<file path="config.mk">
export PLATFORM = sky130hd
export DESIGN_NAME = ddr3_partial_write_ctrl
export DESIGN_NICKNAME = d
export VERILOG_FILES = /design/src/rtl/ddr3_partial_write_ctrl.sv
export SDC_FILE = /design/constraint.sdc
export NUM_CORES = 1
export LEC_CHECK = 0
export CORE_MARGIN = 5
export CORE_UTILIZATION = 35
export DETAILED_ROUTE_END_ITERATION = 8
export PLACE_DENSITY_LB_ADDON = 0.08
export SYNTH_ARGS = -nofsm -noshare
export SYNTH_HDL_FRONTEND = slang
export SYNTH_SLANG_ARGS = --single-unit
</file>
<file path="constraint.sdc">
create_clock -name clk_i -period 2.58 [get_ports clk_i]
set_clock_uncertainty 0.05 [all_clocks]
set_input_delay 0.387 -clock clk_i [delete_from_list [all_inputs] [get_ports clk_i]]
set_output_delay 0.387 -clock clk_i [all_outputs]
set_load 0.05 [all_outputs]
</file>
<file path="src/rtl/ddr3_partial_write_ctrl.sv">
`default_nettype none
// =====================================================================
// Module : ddr3_partial_write_ctrl
// Single-job ACT -> WRITE -> PRE scheduler with partial-write controls.
// Option : DDR3_PWC_READBACK_EN adds an ACT -> READ -> PRE verify pass.
// Rev    : 1.0  initial release
// =====================================================================
module ddr3_partial_write_ctrl #(
   parameter int T_RCD = 3,
   parameter int T_RAS = 6,
   parameter int T_WR  = 8,
   parameter int T_RP  = 3,
   parameter int CNT_W = 4
) (
   input  logic         clk_i,
   input  logic         rst_ni,
   input  logic         req_valid_i,
   output logic         req_ready_o,
   input  logic [2:0]   req_bank_i,
   input  logic [14:0]  req_row_i,
   input  logic [9:0]   req_col_i,
   input  logic [127:0] req_data_i,
   input  logic [15:0]  req_mask_i,
   input  logic [2:0]   req_cycles_i,
   output logic         busy_o,
   output logic         done_o,
   output logic [3:0]   seq_command_o,
   output logic [14:0]  seq_address_o,
   output logic [2:0]   seq_bank_o,
   output logic         seq_cke_o,
   output logic [127:0] seq_wrdata_o,
   output logic [15:0]  seq_wrdata_mask_o,
   input  logic         seq_accept_i,
   output logic         pw_en_o,
   output logic [2:0]   pw_cycles_o
`ifdef DDR3_PWC_READBACK_EN
   ,
   input  logic [127:0] seq_rddata_i,
   input  logic         seq_rddata_valid_i,
   output logic         rb_mismatch_o
`endif
);

   localparam logic [3:0] CMD_NOP   = 4'b0111;
   localparam logic [3:0] CMD_ACT   = 4'b0011;
   localparam logic [3:0] CMD_WRITE = 4'b0100;
   localparam logic [3:0] CMD_READ  = 4'b0101;
   localparam logic [3:0] CMD_PRE   = 4'b0010;

   localparam logic [CNT_W-1:0] CNT_ONE = CNT_W'(1);
   localparam logic [CNT_W-1:0] RCD_LD  = CNT_W'(T_RCD - 1);
   localparam logic [CNT_W-1:0] RAS_LD  = CNT_W'(T_RAS - 1);
   localparam logic [CNT_W-1:0] WR_LD   = CNT_W'(T_WR - 1);
   localparam logic [CNT_W-1:0] RP_LD   = CNT_W'(T_RP - 1);

   typedef enum logic [3:0] {
      S_IDLE, S_ACT, S_W_RCD, S_WR, S_W_WR, S_PRE, S_W_RP, S_DONE, S_RD, S_W_DATA
   } state_t;

   state_t           state_q, state_d;
   logic [CNT_W-1:0] tmr_q, tmr_d;
   logic [CNT_W-1:0] ras_q, ras_d;
   logic             cke_q, cke_d;
   logic             rdy_en_q, rdy_en_d;
   logic [2:0]       bank_q, bank_d;
   logic [14:0]      row_q, row_d;
   logic [9:0]       col_q, col_d;
   logic [127:0]     data_q, data_d;
   logic [15:0]      mask_q, mask_d;
   logic [2:0]       cycles_q, cycles_d;
`ifdef DDR3_PWC_READBACK_EN
   logic             rb_phase_q, rb_phase_d;
   logic             rb_mis_q, rb_mis_d;
   logic             rb_diff;

   // Only bytes that were actually written (unmasked, inside the first N beats) take part.
   always_comb begin
      rb_diff = 1'b0;
      for (int i = 0; i < 16; i++) begin
         if (!mask_q[i] && (cycles_q == 3'd0 || i < 2 * int'(cycles_q)) &&
             seq_rddata_i[8*i +: 8] != data_q[8*i +: 8])
            rb_diff = 1'b1;
      end
   end

   assign rb_mismatch_o = rb_mis_q;
`endif

   always_comb begin
      state_d       = state_q;
      tmr_d         = tmr_q;
      ras_d         = (ras_q != '0) ? ras_q - CNT_ONE : ras_q;
      cke_d         = 1'b1;
      rdy_en_d      = cke_q;
      bank_d        = bank_q;
      row_d         = row_q;
      col_d         = col_q;
      data_d        = data_q;
      mask_d        = mask_q;
      cycles_d      = cycles_q;
      seq_command_o = CMD_NOP;
      seq_address_o = '0;
      seq_bank_o    = '0;
      pw_en_o       = 1'b0;
      pw_cycles_o   = '0;
      done_o        = 1'b0;
      req_ready_o   = (state_q == S_IDLE) && rdy_en_q;
`ifdef DDR3_PWC_READBACK_EN
      rb_phase_d    = rb_phase_q;
      rb_mis_d      = seq_rddata_valid_i ? rb_diff : rb_mis_q;
`endif

      case (state_q)
         S_IDLE: begin
            if (req_valid_i && req_ready_o) begin
               bank_d   = req_bank_i;
               row_d    = req_row_i;
               col_d    = req_col_i;
               data_d   = req_data_i;
               mask_d   = req_mask_i;
               cycles_d = req_cycles_i;
               state_d  = S_ACT;
`ifdef DDR3_PWC_READBACK_EN
               rb_phase_d = 1'b0;
               rb_mis_d   = 1'b0;
`endif
            end
         end
         S_ACT: begin
            seq_command_o = CMD_ACT;
            seq_address_o = row_q;
            seq_bank_o    = bank_q;
            if (seq_accept_i) begin
               tmr_d   = RCD_LD;
               ras_d   = RAS_LD;
               state_d = S_W_RCD;
            end
         end
         S_W_RCD: begin
            if (tmr_q <= CNT_ONE) begin
`ifdef DDR3_PWC_READBACK_EN
               state_d = rb_phase_q ? S_RD : S_WR;
`else
               state_d = S_WR;
`endif
            end else begin
               tmr_d = tmr_q - CNT_ONE;
            end
         end
         S_WR: begin
            seq_command_o = CMD_WRITE;
            seq_address_o = {4'b0, 1'b0, col_q};
            seq_bank_o    = bank_q;
            pw_en_o       = (cycles_q != 3'd0);
            pw_cycles_o   = cycles_q;
            if (seq_accept_i) begin
               tmr_d   = WR_LD;
               state_d = S_W_WR;
            end
         end
         S_W_WR: begin
            pw_en_o     = (cycles_q != 3'd0);
            pw_cycles_o = cycles_q;
            if (tmr_q > CNT_ONE) tmr_d = tmr_q - CNT_ONE;
            // Precharge needs both write recovery and the row-active minimum.
            if (tmr_q <= CNT_ONE && ras_q <= CNT_ONE) state_d = S_PRE;
         end
         S_PRE: begin
            seq_command_o = CMD_PRE;
            seq_bank_o    = bank_q;
            if (seq_accept_i) begin
               tmr_d   = RP_LD;
               state_d = S_W_RP;
            end
         end
         S_W_RP: begin
            if (tmr_q <= CNT_ONE) begin
`ifdef DDR3_PWC_READBACK_EN
               if (!rb_phase_q) begin
                  rb_phase_d = 1'b1;
                  state_d    = S_ACT;
               end else begin
                  state_d = S_DONE;
               end
`else
               state_d = S_DONE;
`endif
            end else begin
               tmr_d = tmr_q - CNT_ONE;
            end
         end
         S_DONE: begin
            done_o  = 1'b1;
            state_d = S_IDLE;
         end
`ifdef DDR3_PWC_READBACK_EN
         S_RD: begin
            seq_command_o = CMD_READ;
            seq_address_o = {4'b0, 1'b0, col_q};
            seq_bank_o    = bank_q;
            if (seq_accept_i) begin
               tmr_d   = WR_LD;
               state_d = S_W_DATA;
            end
         end
         S_W_DATA: begin
            if (tmr_q > CNT_ONE) tmr_d = tmr_q - CNT_ONE;
            if (tmr_q <= CNT_ONE && ras_q <= CNT_ONE) state_d = S_PRE;
         end
`endif
         default: state_d = S_IDLE;
      endcase
   end

   always_ff @(posedge clk_i or negedge rst_ni) begin
      if (!rst_ni) begin
         state_q  <= S_IDLE;
         tmr_q    <= '0;
         ras_q    <= '0;
         cke_q    <= 1'b0;
         rdy_en_q <= 1'b0;
         bank_q   <= '0;
         row_q    <= '0;
         col_q    <= '0;
         data_q   <= '0;
         mask_q   <= 16'hFFFF;
         cycles_q <= '0;
`ifdef DDR3_PWC_READBACK_EN
         rb_phase_q <= 1'b0;
         rb_mis_q   <= 1'b0;
`endif
      end else begin
         state_q  <= state_d;
         tmr_q    <= tmr_d;
         ras_q    <= ras_d;
         cke_q    <= cke_d;
         rdy_en_q <= rdy_en_d;
         bank_q   <= bank_d;
         row_q    <= row_d;
         col_q    <= col_d;
         data_q   <= data_d;
         mask_q   <= mask_d;
         cycles_q <= cycles_d;
`ifdef DDR3_PWC_READBACK_EN
         rb_phase_q <= rb_phase_d;
         rb_mis_q   <= rb_mis_d;
`endif
      end
   end

   assign busy_o            = (state_q != S_IDLE);
   assign seq_cke_o         = cke_q;
   assign seq_wrdata_o      = data_q;
   assign seq_wrdata_mask_o = mask_q;

endmodule
`default_nettype wire

</file>
# Word level (Yosys, flattened, before mapping)
# Index checks and enable logic that the tools add are counted.
# Widths: inputs -> output; s select.
totals:
  regBits: 189
  latchBits: 0
  ramBits: 0
  romBits: 0
  wordCells: 69
  mem_count: 0
op_classes:
  add_sub_neg: 2
  mul: 0
  div: 0
  n_lt_le_gt_ge: 3
  eq_ne: 17
  n_shift: 0
  muxes: 21
  bitwise_logic: 0
  n_reduce_logical: 15
ops:
  columns: ["op", "count"]
  rows:
  - ["$mux 4", 13]
  - ["$pmux 15 s2", 1]
  - ["$pmux 4 s7", 1]
  - ["$eq 4x3->1 const B", 4]
  - ["$ne 2x2->1 const B", 8]
  - ["$pmux 4 s4", 1]
  - ["$reduce_bool 4->1", 3]
  - ["$pmux 3 s3", 1]
  - ["$eq 4x2->1 const B", 2]
  - ["$le 4x1->1 const B", 2]
  - ["$sub 4x1->4 const B", 2]
  - ["$reduce_and 7->1", 1]
  - ["$mux 3", 2]
  - ["$reduce_or 2->1", 3]
  - ["$reduce_and 5->1", 1]
  - ["$eq 4x1->1 const B", 1]
  - ["$gt 4x1->1 const B", 1]
  - ["$logic_not 4->1", 1]
  - ["$ne 2x1->1 const B", 2]
  - ["$logic_and 1x1->1", 3]
  - ["$reduce_bool 3->1", 1]
  - ["$reduce_or 3->1", 1]
  - ["$mux 1", 2]
  - ["$reduce_and 2->1", 1]

# Depth between registers and ports, before layout
depth:
  word_depth: 5
  mapped_depth: 6
  mapped_depth_nobuf: 6

# Worst setup path after synthesis
# Ideal clock, no wire load.
synth_path:
  path_kind: "reg-to-reg"
  from: "register state_q[2]"
  to: "register bank_q[0]"
  setup_ps: 125
  arrival_time_ps: 1952
  required_time_ps: 2405
  path_slack_ps: 453
  stages_incl_launch_ff: 7
  n_path_buf: 2
  cell_sequence: "dfrtp_1 or3_4 nor2_4 nand2_2 buf_6 buf_6 mux2_4"
synth_between:
  elab_chain_len: 4
synth_lines:
  columns: ["item", "line", "source"]
  rows:
  - ["from (decl)", "60", "state_t state_q, state_d;"]
  - ["from (signal assigned)", "233", "state_q <= state_d;"]
  - ["$logic_not 4->1", "107", "req_ready_o = (state_q == S_IDLE) && rdy_en_q;"]
  - ["$logic_and 1x1->1", "107", null]
  - ["named net req_ready_o", "18", "output logic req_ready_o,"]
  - ["$logic_and 1x1->1", "115", "if (req_valid_i && req_ready_o) begin"]
  - ["$reduce_and 2->1 (no source line)", null, null]
  - ["to (signal assigned)", "238", "bank_q <= bank_d;"]
  - ["to (decl)", "65", "logic [2:0] bank_q, bank_d;"]
# The timed path passes the listed nets, and every way through them passes these cells.
# A chain may end at the register's enable or synchronous reset.

# Final worst setup path
layout_path:
  from: "register state_q[1]"
  to: "output seq_bank_o[2]"
layout_between:
  elab_chain_len: 3
layout_lines:
  columns: ["item", "line", "source"]
  rows:
  - ["$eq 4x3->1 (tied with other cells)", "113", "case (state_q)"]
  - ["$reduce_or 3->1 (no source line) *", null, null]
  - ["$mux 3 *", "113", null]
  - ["to (decl)", "29", "output logic [2:0] seq_bank_o,"]
# Mark *: on every way between the ends. The rest lies on a longest branch, timed or not.

==> qor_table.md <==
| Group | Quantity | Value |
| --- | --- | --- |
| layout | FF+latch area | 0.00473 sq mm |
| min path | Worst Hold Class | flip-flop to flip-flop |
| timing | Maximum clock frequency | 402 MHz |
| detailed routing | Residual DRC | 0 |
| placement | RD Place Congestion | 0.745 |
| timing | Hold Vio Cnt, Final | 0 |
| clock network | Clock root buffer | sky130_fd_sc_hd__clkbuf_16 |
| detailed routing | Highest signal layer in the routed design | met5 |
| clock network | Clk Latency, worst-skew pair | 0.41 ns |
| setup path | Data arrival time of the worst path | 2.05 ns |
| logic synthesis | Synthesized area per cell | 16.3 sq um |
| detailed routing | Final routed wirelength across all metal layers | 21,900 um |
| setup path | Startpoint-to-endpoint class of the critical path | flip-flop to primary output |
| timing | Transition time at the pin with the least slew margin | 0.573 ns |
| timing | Post-route clock period utilization | 0.963 |
| run status | Result of the run | finished, final reports clean |
| power | Worst supply voltage drop on vdd | 769 uV |
| logic synthesis | Sequential area share after synthesis | 0.599 |
| detailed routing | Number of iterations in the first detailed-routing pass | 4 |
| setup path | Kind of start point of the critical path | flip-flop |
| logic synthesis | Seq cells post-synth | 188 |
| placement | Placement Cell Area | 0.0118 sq mm |
| timing | Final setup violation count | 0 |
| timing | Number of max-slew violations in the final report | 0 |
| layout | Commonest cells after routing, fill and taps aside | 326 x sky130_fd_sc_hd__clkdlybuf4s50_1, 169 x sky130_fd_sc_hd__dfrtp_1, 100 x sky130_fd_sc_hd__mux2_4 |
| detailed routing | Wl on met1 | 8540 um |
| layout | Relative area change from synthesis to final layout | 57.5% |
| placement | Placed Cells incl. Taps | 1,106 |
| setup path | Worst flop-to-flop path startpoint | state_q[2] |
| global route | First-pass GRT wire length | 34,100 um |
| timing | Hold slack | 0.351 ns |
| clock network | Clock slew at the register clock pins of the worst setup and hold paths | 0.07 ns |
| layout | Final Instance Count excl. Fillers | 1,140 |
| power | LEAKAGE | 5.59 nW |
| die | Area inside the core boundary | 0.0224 sq mm |
| power | Pwr Density | 1520 mW/mm^2 |
| setup path | Data required time of the critical path | 2.14 ns |
| layout | Layout cells sized above 1 | 0.266 |
| die | Starting utilization of the core area | 0.352 |
| timing | Max-slew headroom at the worst pin | 0.616 |
| clock network | Total clock buffers created by CTS | 17 |
| clock network | Number of sinks on the clock net | 188 |
| global route | Number of global-route vias before repair | 5,863 |
| clock network | Max H-tree Level | 4 |
| global route | Total gr overflow | 0 |
| placement | Estimated wirelength of the detail-placed design | 16,800 um |
| run | Number of maximum-capacitance violations | 0 |
| timing | Unrepaired setup endpoints after global routing | no |
| timing | Min Clock Period, post-route | 2.48 ns |
| layout | Final Cell Area | 0.0124 sq mm |
| logic synthesis | Yosys synthesis warning count | 0 |
| logic synthesis | Cells after Synth | 484 |
| detailed routing | Number of antenna-violating nets in the routed design | 0 |
| die | I/O pin cnt | 353 |
| clock network | Setup fix buffers added after clock tree synthesis | 0 |
| setup path | Critical-path maximum fanout | 16 |
| logic synthesis | Most area-consuming cells after synthesis | sky130_fd_sc_hd__dfrtp_1 55%, sky130_fd_sc_hd__mux2_4 19%, sky130_fd_sc_hd__mux2_1 5.6% |
| layout | Total area of multi-input combinational cells | 0.00293 sq mm |
| clock network | Clock Path Buffers | 2 |
| clock network | TritonCTS clock tree | yes |
| timing | Final TNS setup | 0 ns |
| layout | Leading cell type in the layout, fill and taps excluded | sky130_fd_sc_hd__clkdlybuf4s50_1 |
| detailed routing | Post-DR vias/cell | 4.57 |
| layout | Number of fillers in the final layout | 1,825 |
| detailed routing | Routed vias | 5,215 |
| detailed routing | Detail Route met3 WL | 2480 um |
| global route | Global-route usage over all layers | 0.169 |
| logic synthesis | Combined area of all synthesized cells | 0.00789 sq mm |
| detailed routing | Routed wire per std cell | 19.2 um |
| setup path | Launch point of the critical path | state_q[1] |
| detailed routing | Met2 wire length | 10,500 um |
| layout | Utilization after layout | 0.554 |
| die | Number of placement rows | 55 |
| logic synthesis | Cell taking the most area after synthesis | sky130_fd_sc_hd__dfrtp_1 |
| min path | Startpoint of the worst hold path | seq_cke_o |
| logic synthesis | Net count after synthesis | 667 |
| setup path | Critical path endpoint category | primary output |
| detailed routing | Iteration-0 DRC Markers | 131 |
| die | Die outline width | 160 um |
| logic synthesis | Post-synth top area share | 0.545 |
| layout | Count of nets after finishing | 1,024 |
| placement | Count of input and output buffers | 351 |
| logic synthesis | Number of distinct standard cells referenced by the synthesized netlist | 38 |
| die | Y dimension of the die | 160 um |
| global route | Antenna violations before repair | 4 |
| global route | Pin count of the biggest net entering global routing | 67 |
| die | Die footprint | 0.0257 sq mm |
==> metal layers <==
layer,global-route usage,up-vias
met4,0.0485,6
met1,0.195,2531
met2,0.277,242
met3,0.0875,26
li1,-,2410
met5,0,-
==> per-stage QoR <==
step                total power [W]  setup slack [ns]
floorplan                    0.0126             0.453
global placement             0.0163             0.458
detailed placement           0.0164             0.420
CTS                          0.0191           0.00124
global route                 0.0197           0.00237
finish                       0.0189            0.0952
==> final cells by class <==
cell class | instances | share of cell area
flip-flops and latches | 188 | 0.380
repair buffers | 364 | 0.306
multi-input cells | 262 | 0.235
clock buffers | 20 | 0.0359
well taps | 285 | 0.0287
clock inverters | 12 | 0.0106
inverters | 8 | 0.00242
diodes | 1 | 0.000201
==> state kept, by name (all words and copies together) (netlist names) <==
signal             flops
ras_q                  4
tmr_q                  4
state_q                3
seq_cke_o              1
cycles_q               3
col_q                 10
seq_wrdata_mask_o     16
bank_q                 3
seq_wrdata_o         128
row_q                 15
rdy_en_q               1
==> what timing repair did <==
item                                    4_1_cts  5_1_grt
hold buffers                                  1        0
endpoints found under the hold margin        37        0
endpoints found under the setup margin        3       19
resized for setup                             1        3
==> synthesized netlist by cell type (all sizes together) <==
master	number
dfrtp	172
and2	1
clkbuf	6
or2	1
conb	2
nor2b	3
buf	20
nand3b	1
xor2	2
nand3	2
or3	3
mux2	176
a22o	10
o311ai	1
a21oi	5
nor3b	1
a211oi	2
nand2	9
o21ai	4
a211o	2
nor2	10
and3	9
o21a	1
xnor2	1
dfstp	16
ha	4
nand2b	3
o32ai	1
o221a	1
inv	8
nor3	7
==> power by group <==
part / switching (W) / leakage, nW / internal (W)
clock: 0.00119 / 0.271 / 0.00139
combinational: 0.00640 / 3.11 / 0.00443
sequential: 0.000927 / 2.21 / 0.00454
==> critical path, stage by stage, from the launching register on <==
cell                              delay (ns)
sky130_fd_sc_hd__dfrtp_2                0.50
sky130_fd_sc_hd__nand2_1                0.16
sky130_fd_sc_hd__and3_1                 0.16
sky130_fd_sc_hd__clkdlybuf4s50_1        0.80
==> path summary, 6_finish.rpt <==
path	end	slack (ns)	cells after the start
setup / recovery	seq_bank_o[2]	0.1	3
hold / removal	rdy_en_q	0.35	0
setup reg to reg	seq_wrdata_o[58]	0.50	5
hold reg to reg	rdy_en_q	0.35	0
max in group asynchronous	seq_wrdata_mask_o[10]	1.28	3
min in group asynchronous	seq_wrdata_o[64]	0.40	2
==> cells by family after synthesis <==
logic type                 Yosys count  share of synthesized area
xor gates and xnor gates             3                    0.00333
AOI/OAI and AO/OA                   27                     0.0255
muxes                              176                      0.299
buffers and inverters               34                     0.0323
adders and majority gates            4                    0.00634
DFF                                188                      0.599
other                                2                   0.000951
and+or+nand+nor                     50                     0.0344
Note: power is estimated with default switching activity, not from simulation.
==> RTL edit 1: new RTL, same settings <==
Set the parameter `CNT_W` to 6 (it was 4).
--- a/src/rtl/ddr3_partial_write_ctrl.sv
+++ b/src/rtl/ddr3_partial_write_ctrl.sv
@@ -11,5 +11,5 @@
    parameter int T_WR  = 8,
    parameter int T_RP  = 3,
-   parameter int CNT_W = 4
+   parameter int CNT_W = 6
 ) (
    input  logic         clk_i,
Check against the original RTL: no difference found for any inputs over 4 cycles, from zero or initial values and one cycle with rst_ni low; that may be too few to reach the edited logic, so the function may still have changed.
==> RTL edit 1 against the original RTL <==
Sequential cell count is 4 higher; synthesized area is 2.9% lower; worst hold slack worse by 0.019 ns; synthesized cell count up 3.5%; routed wire length shrank 0.29%; highest routed layer is now met4; via count increased by 3.3%; critical path type unchanged; final area down 1.1%; maximum frequency rose by 0.86%; worst setup slack improved by 0.021 ns.
Power is left out: it rests on default switching activity, and per cell area and clock period it moved more than threefold.
==> RTL edit 1: results (changes against the original RTL) <==
- Status: finished clean (unchanged)
- Clock tree buffer depth: 2 (unchanged)
- Port Buf Inserts: 351 (unchanged)
- Routed length on met2: 10.90 mm (was 10.51 mm)
- Max reg flops: 128 (unchanged)
- Vias in the first global route: 6,047 (was 5,863)
- Global-route wire length before repair: 33.30 mm (was 34.06 mm)
- Top cells by area, synth: dfrtp_1, mux2_2, dfstp_2 (was dfrtp_1, mux2_4, mux2_1)
- Routability cong.: 0.7907 (was 0.7446)
- Crit-path max cell delay: 0.82 ns (was 0.80 ns)
- Layout cell share with drive strength beyond 1: 0.2893 (was 0.2658)
- Register area share after synthesis: 0.6298 (was 0.5985)
- Path category of the worst min-delay check: register to register (unchanged)
- Vias post-DR: 5,389 (was 5,215)
- Relative slew margins: 0.5416 (was 0.6160)
- Synth cell types: 40 (was 38)
- Clock Latency Late Sink: 0.43 ns (was 0.41 ns)
- Post-layout net count: 1,042 (was 1,024)
- Initial DRC Count: 117 (was 131)
- Fill count: 1,771 (was 1,825)
- Dpl ws: 0.4057 ns (was 0.4201 ns)
- Met1 wire length: 7.953 mm (was 8.537 mm)
- Largest net degree at the start of global routing: 69 (was 67)
- Worst r2r dst: seq_wrdata_o[19] (was seq_wrdata_o[58])
- WL met3: 2.378 mm (was 2.481 mm)
- Setup WS post-layout: 0.1163 ns (was 0.09522 ns)
- Detailed placement HPWL: 16.81 mm (was 16.75 mm)
- Mapped Nets: 685 (was 667)
- Max layer used: met4 (was met5)
- Commonest cells post-synth: dfrtp_1, mux2_2, nand2_1 (was dfrtp_1, mux2_4, mux2_1)
- WL per Instance: 18.97 um (was 19.22 um)
- Worst-path maximum fanout: 13 (was 16)
- R2R setup slack: 0.39 ns (was 0.50 ns)
- Antenna violations before repair: 1 (was 4)
- Total track usage: 0.1736 (was 0.1692)
RTL edit 1: cell count changes in the layout (fill, tap and decap cells not counted), moves of 4 or more:
cell,change
mux2_2,+129
mux2_4,-100
mux2_1,-30
buf_4,-9
nand2_1,+9
buf_12,+6
dfrtp_1,+6
and2_1,+4
and3_1,-4
dlygate4sd2_1,+4
RTL edit 1: logic make-up (layout without fill, tap and decap cells):
kind of cell,count (synthesis),after routing,synth area share
buffers and inverters,31,401,0.02711
adders and majority gates,5,5,0.008166
DFF,192,192,0.6298
muxes,177,177,0.2598
and+or+nand+nor,62,62,0.04099
xor gates and xnor gates,7,7,0.008003
other,2,3,0.0009803
AOI/OAI and AO/OA,25,25,0.02515
RTL edit 1: area by class of cell:
| type | instances | area (um2) | area share |
|---|---|---|---|
| clock buffers | 20 | 466.7 | 0.03795 |
| flip-flops and latches | 192 | 4826 | 0.3924 |
| repair buffers | 363 | 3880 | 0.3155 |
| clock inverters | 12 | 113.9 | 0.009258 |
| diodes | 1 | 2.502 | 0.0002035 |
| multi-input cells | 278 | 2636 | 0.2144 |
| inverters | 6 | 22.52 | 0.001831 |
| well taps | 280 | 350.3 | 0.02849 |
RTL edit 1: timing repair:
item,CTS,global route
endpoints found under the setup margin,4,3
hold buffers,1,0
buffers inserted,0,0
pin swaps,0,0
hold endpoints to repair,64,0
resized for setup,4,3
RTL edit 1: metal layers:
layer,track usage,vias up
met5,0,-
met4,0.06377,0
met3,0.08475,35
met2,0.2900,230
met1,0.1926,2648
li1,-,2476
RTL edit 1: worst max path at each step:
stage / to / depth (start not counted)
floorplan: req_ready_o / 2
global placement: busy_o / 2
detailed placement: seq_wrdata_o[26] / 5
CTS: done_o / 2
global route: seq_command_o[2] / 2
finish: seq_command_o[2] / 2
RTL edit 1: worst max-delay path: cells and delay by family (launching register included):
kind          cells  cell delay, ns
buf+inv           1            0.82
simple gates      1            0.21
flops             1            0.58
RTL edit 1: stage by stage:
stage                     instances  cell area (um2)  hold slack, ns  utilization
after floorplan                 501             7661         0.04141            -
after global placement         1118            11700          0.3147       0.5396
after detailed placement       1118            11700          0.3196       0.5396
after CTS                      1151            12290          0.3366       0.5666
after global routing           1152            12300          0.3464       0.5670
final                          1152            12300          0.3317       0.5670
==> RTL edit 2: new RTL, config.mk and constraints unchanged <==
Made on the original files. Make the reset (`rst_ni`) synchronous in one clocked block.
--- a/src/rtl/ddr3_partial_write_ctrl.sv
+++ b/src/rtl/ddr3_partial_write_ctrl.sv
@@ -213,5 +213,5 @@
    end
 
-   always_ff @(posedge clk_i or negedge rst_ni) begin
+   always_ff @(posedge clk_i) begin
       if (!rst_ni) begin
          state_q  <= S_IDLE;
Function: differs if rst_ni is asserted again (counterexample within 4 cycles, from zero or initial values and one cycle with rst_ni low); with rst_ni held inactive, the same outputs for 4 cycles.
==> RTL edit 2 against the original RTL <==
Register-to-register slack better by 0.16 ns; sequential cell count stayed put; synthesized cell count is 84% higher; highest routed layer is now met4; first-iteration DRC count is 110% higher; final area is 7.0% lower; worst setup slack better by 0.0076 ns; synthesized area is 11% lower; routed wire length is 5.4% higher; largest cell class is now non-clock buffers.
Power is not compared: it rests on default switching activity, and its combinational part moved more than twofold at a synthesized area within 25%.
==> RTL edit 2: results (changes against the original RTL) <==
- Status: finished clean (unchanged)
- WL per Instance: 15.56 um (was 19.22 um)
- Layout cell share with drive strength beyond 1: 0.06973 (was 0.2658)
- Routability cong.: 0.7756 (was 0.7446)
- R2R setup slack: 0.66 ns (was 0.50 ns)
- Ys async rst share: 0 (was 1.000)
- Ant diodes: 0 (was 1)
- Total track usage: 0.1915 (was 0.1692)
- Mapped Nets: 1,079 (was 667)
- Path category of the worst min-delay check: register to register (unchanged)
- Register area share after synthesis: 0.5354 (was 0.5985)
- Non-filler cells, final: 1,484 (was 1,140)
- Synth Instances: 891 (was 484)
- Clock transition at path regs: 0.06 ns
- Commonest cells post-synth: nand2_1, dfxtp_1, a21oi_1 (was dfrtp_1, mux2_4, mux2_1)
- Worst-path maximum fanout: 5 (was 16)
- Fill count: 1,832 (was 1,825)
- Arr. time, crit path: just over 2 ns
- Antenna violations before repair: 0 (was 4)
- Post-layout net count: 1,394 (was 1,024)
- Clock Latency Late Sink: roughly 0.42 ns
- Crit-path max cell delay: 0.83 ns (was 0.80 ns)
- Synth cell types: 42 (was 38)
- Yosys reg bits: 188 (unchanged)
- Initial DRC Count: 277 (was 131)
- Largest net degree at the start of global routing: 103 (was 67)
- Post-CTS Setup Bufs: 0 (unchanged)
- Vias in the first global route: 6,439 (was 5,863)
- Post-synth top flop: dfxtp_1 (was dfrtp_1)
- Clock root cell: clkbuf_16 (unchanged)
- Detailed placement HPWL: 16.35 mm (was 16.75 mm)
- Max reg flops: 128 (unchanged)
- Worst r2r dst: tmr_q[1] (was seq_wrdata_o[58])
- Vias per cell: 4.655 (was 4.575)
- CTS H-tree depth: 4 (unchanged)
- Switching share of power: 0.3388
- CP max stage cell: clkdlybuf4s50_1 (unchanged)
- Yosys warnings: 0 (unchanged)
- Worst reg2reg path depth: 7 (was 5)
- Top cells by area, synth: dfxtp_1, nand2_1, a21oi_1 (was dfrtp_1, mux2_4, mux2_1)
- Leakage Power: between 0.004 and 0.005 uW
- Maximum vdd drop: roughly 500 uV
- Port Buf Inserts: 351 (unchanged)
- Worst Tran Pin Value: 0.5617 ns (was 0.5725 ns)
- Global-route wire length before repair: 34.47 mm (was 34.06 mm)
- CP Launch Point: state_q[1] (unchanged)
- Critical path destination: done_o (was seq_bank_o[2])
- Clock tree buffer depth: 2 (unchanged)
- CTS Buf Count: 17 (unchanged)
- Fin Hold WS: 0.4018 ns (was 0.3506 ns)
- Detailed Routing Iterations Pass 1: 4 (unchanged)
[RTL edit 2: changes by cell type after synthesis, sizes merged, moves of 19 or more]
| cell | before | now |
|---|---|---|
| dfrtp | 172 | 0 |
| mux2 | 176 | 0 |
| clkbuf | 6 | 25 |
| nand2 | 9 | 360 |
| dfxtp | 0 | 188 |
| buf | 20 | 41 |
| a21oi | 5 | 166 |
[RTL edit 2: critical path, delay by kind of cell, from the launching register on]
family | cells | cell delay [ns]
fa+ha+maj | 1 | 0.25
buf+inv | 1 | 0.83
flops | 1 | 0.40
simple gates | 1 | 0.15
[RTL edit 2: kinds of logic after synthesis]
group,after synthesis,synth area share
and+or+nand+nor,418,0.2403
AOI/OAI and AO/OA,195,0.1541
DFF,188,0.5354
buffers and inverters,76,0.04806
adders and majority gates,9,0.01602
muxes,3,0.004272
other,1,0.0005335
xor gates and xnor gates,1,0.001246
[RTL edit 2: how the worst min path moves through the flow]
| stage | startpoint | endpoint | cells past startpoint |
|---|---|---|---|
| floorplan | rst_ni | seq_cke_o | 0 |
| global placement | bank_q[1] | bank_q[1] | 2 |
| detailed placement | bank_q[2] | bank_q[2] | 2 |
| CTS | bank_q[2] | bank_q[2] | 2 |
| global route | seq_wrdata_o[73] | seq_wrdata_o[73] | 2 |
| finish | bank_q[2] | bank_q[2] | 2 |
[RTL edit 2: final cells by class]
cell class                 count  area share
clock buffer                  21     0.03983
clock inverter                11     0.01364
multi-input combinational    627      0.2555
sequential                   188      0.3255
inverter                      10    0.003463
timing repair buffer         362      0.3333
tap                          265     0.02868
[RTL edit 2: per-layer routing]
metal | track usage | routed length, um
met1 | 0.2195 | 9194
met2 | 0.3113 | 10590
met3 | 0.09072 | 2744
met4 | 0.07143 | 558
met5 | 0 | 0
[RTL edit 2: power groups by stage]
stage          Clock, uW  Sequential (uW)  Combinational [uW]
6_report            2740             3320                2720
5_1_grt             2950             3360                2930
4_1_cts             2830             3320                2740
3_5_place_dp           0             3390                2730
3_3_place_gp           0             3380                2710
2_1_floorplan          0             3910                1220
[RTL edit 2: through the flow]
stage               worst slack [ns]  total power [uW]  instance area, um2
CTS                          0.05788              8885               11560
global placement              0.3995              6096               10940
detailed placement            0.3442              6113               10940
floorplan                     0.2157              5136                7033
global route                0.002548              9242               11560
finish                        0.1028              8780               11560
[RTL edit 2: repair_timing]
| action | in CTS | in global routing |
|---|---|---|
| gates resized for setup | 1 | 1 |
| hold buffers | 0 | 0 |
| endpoints found under the setup margin | 10 | 4 |
| cloned | 0 | 0 |
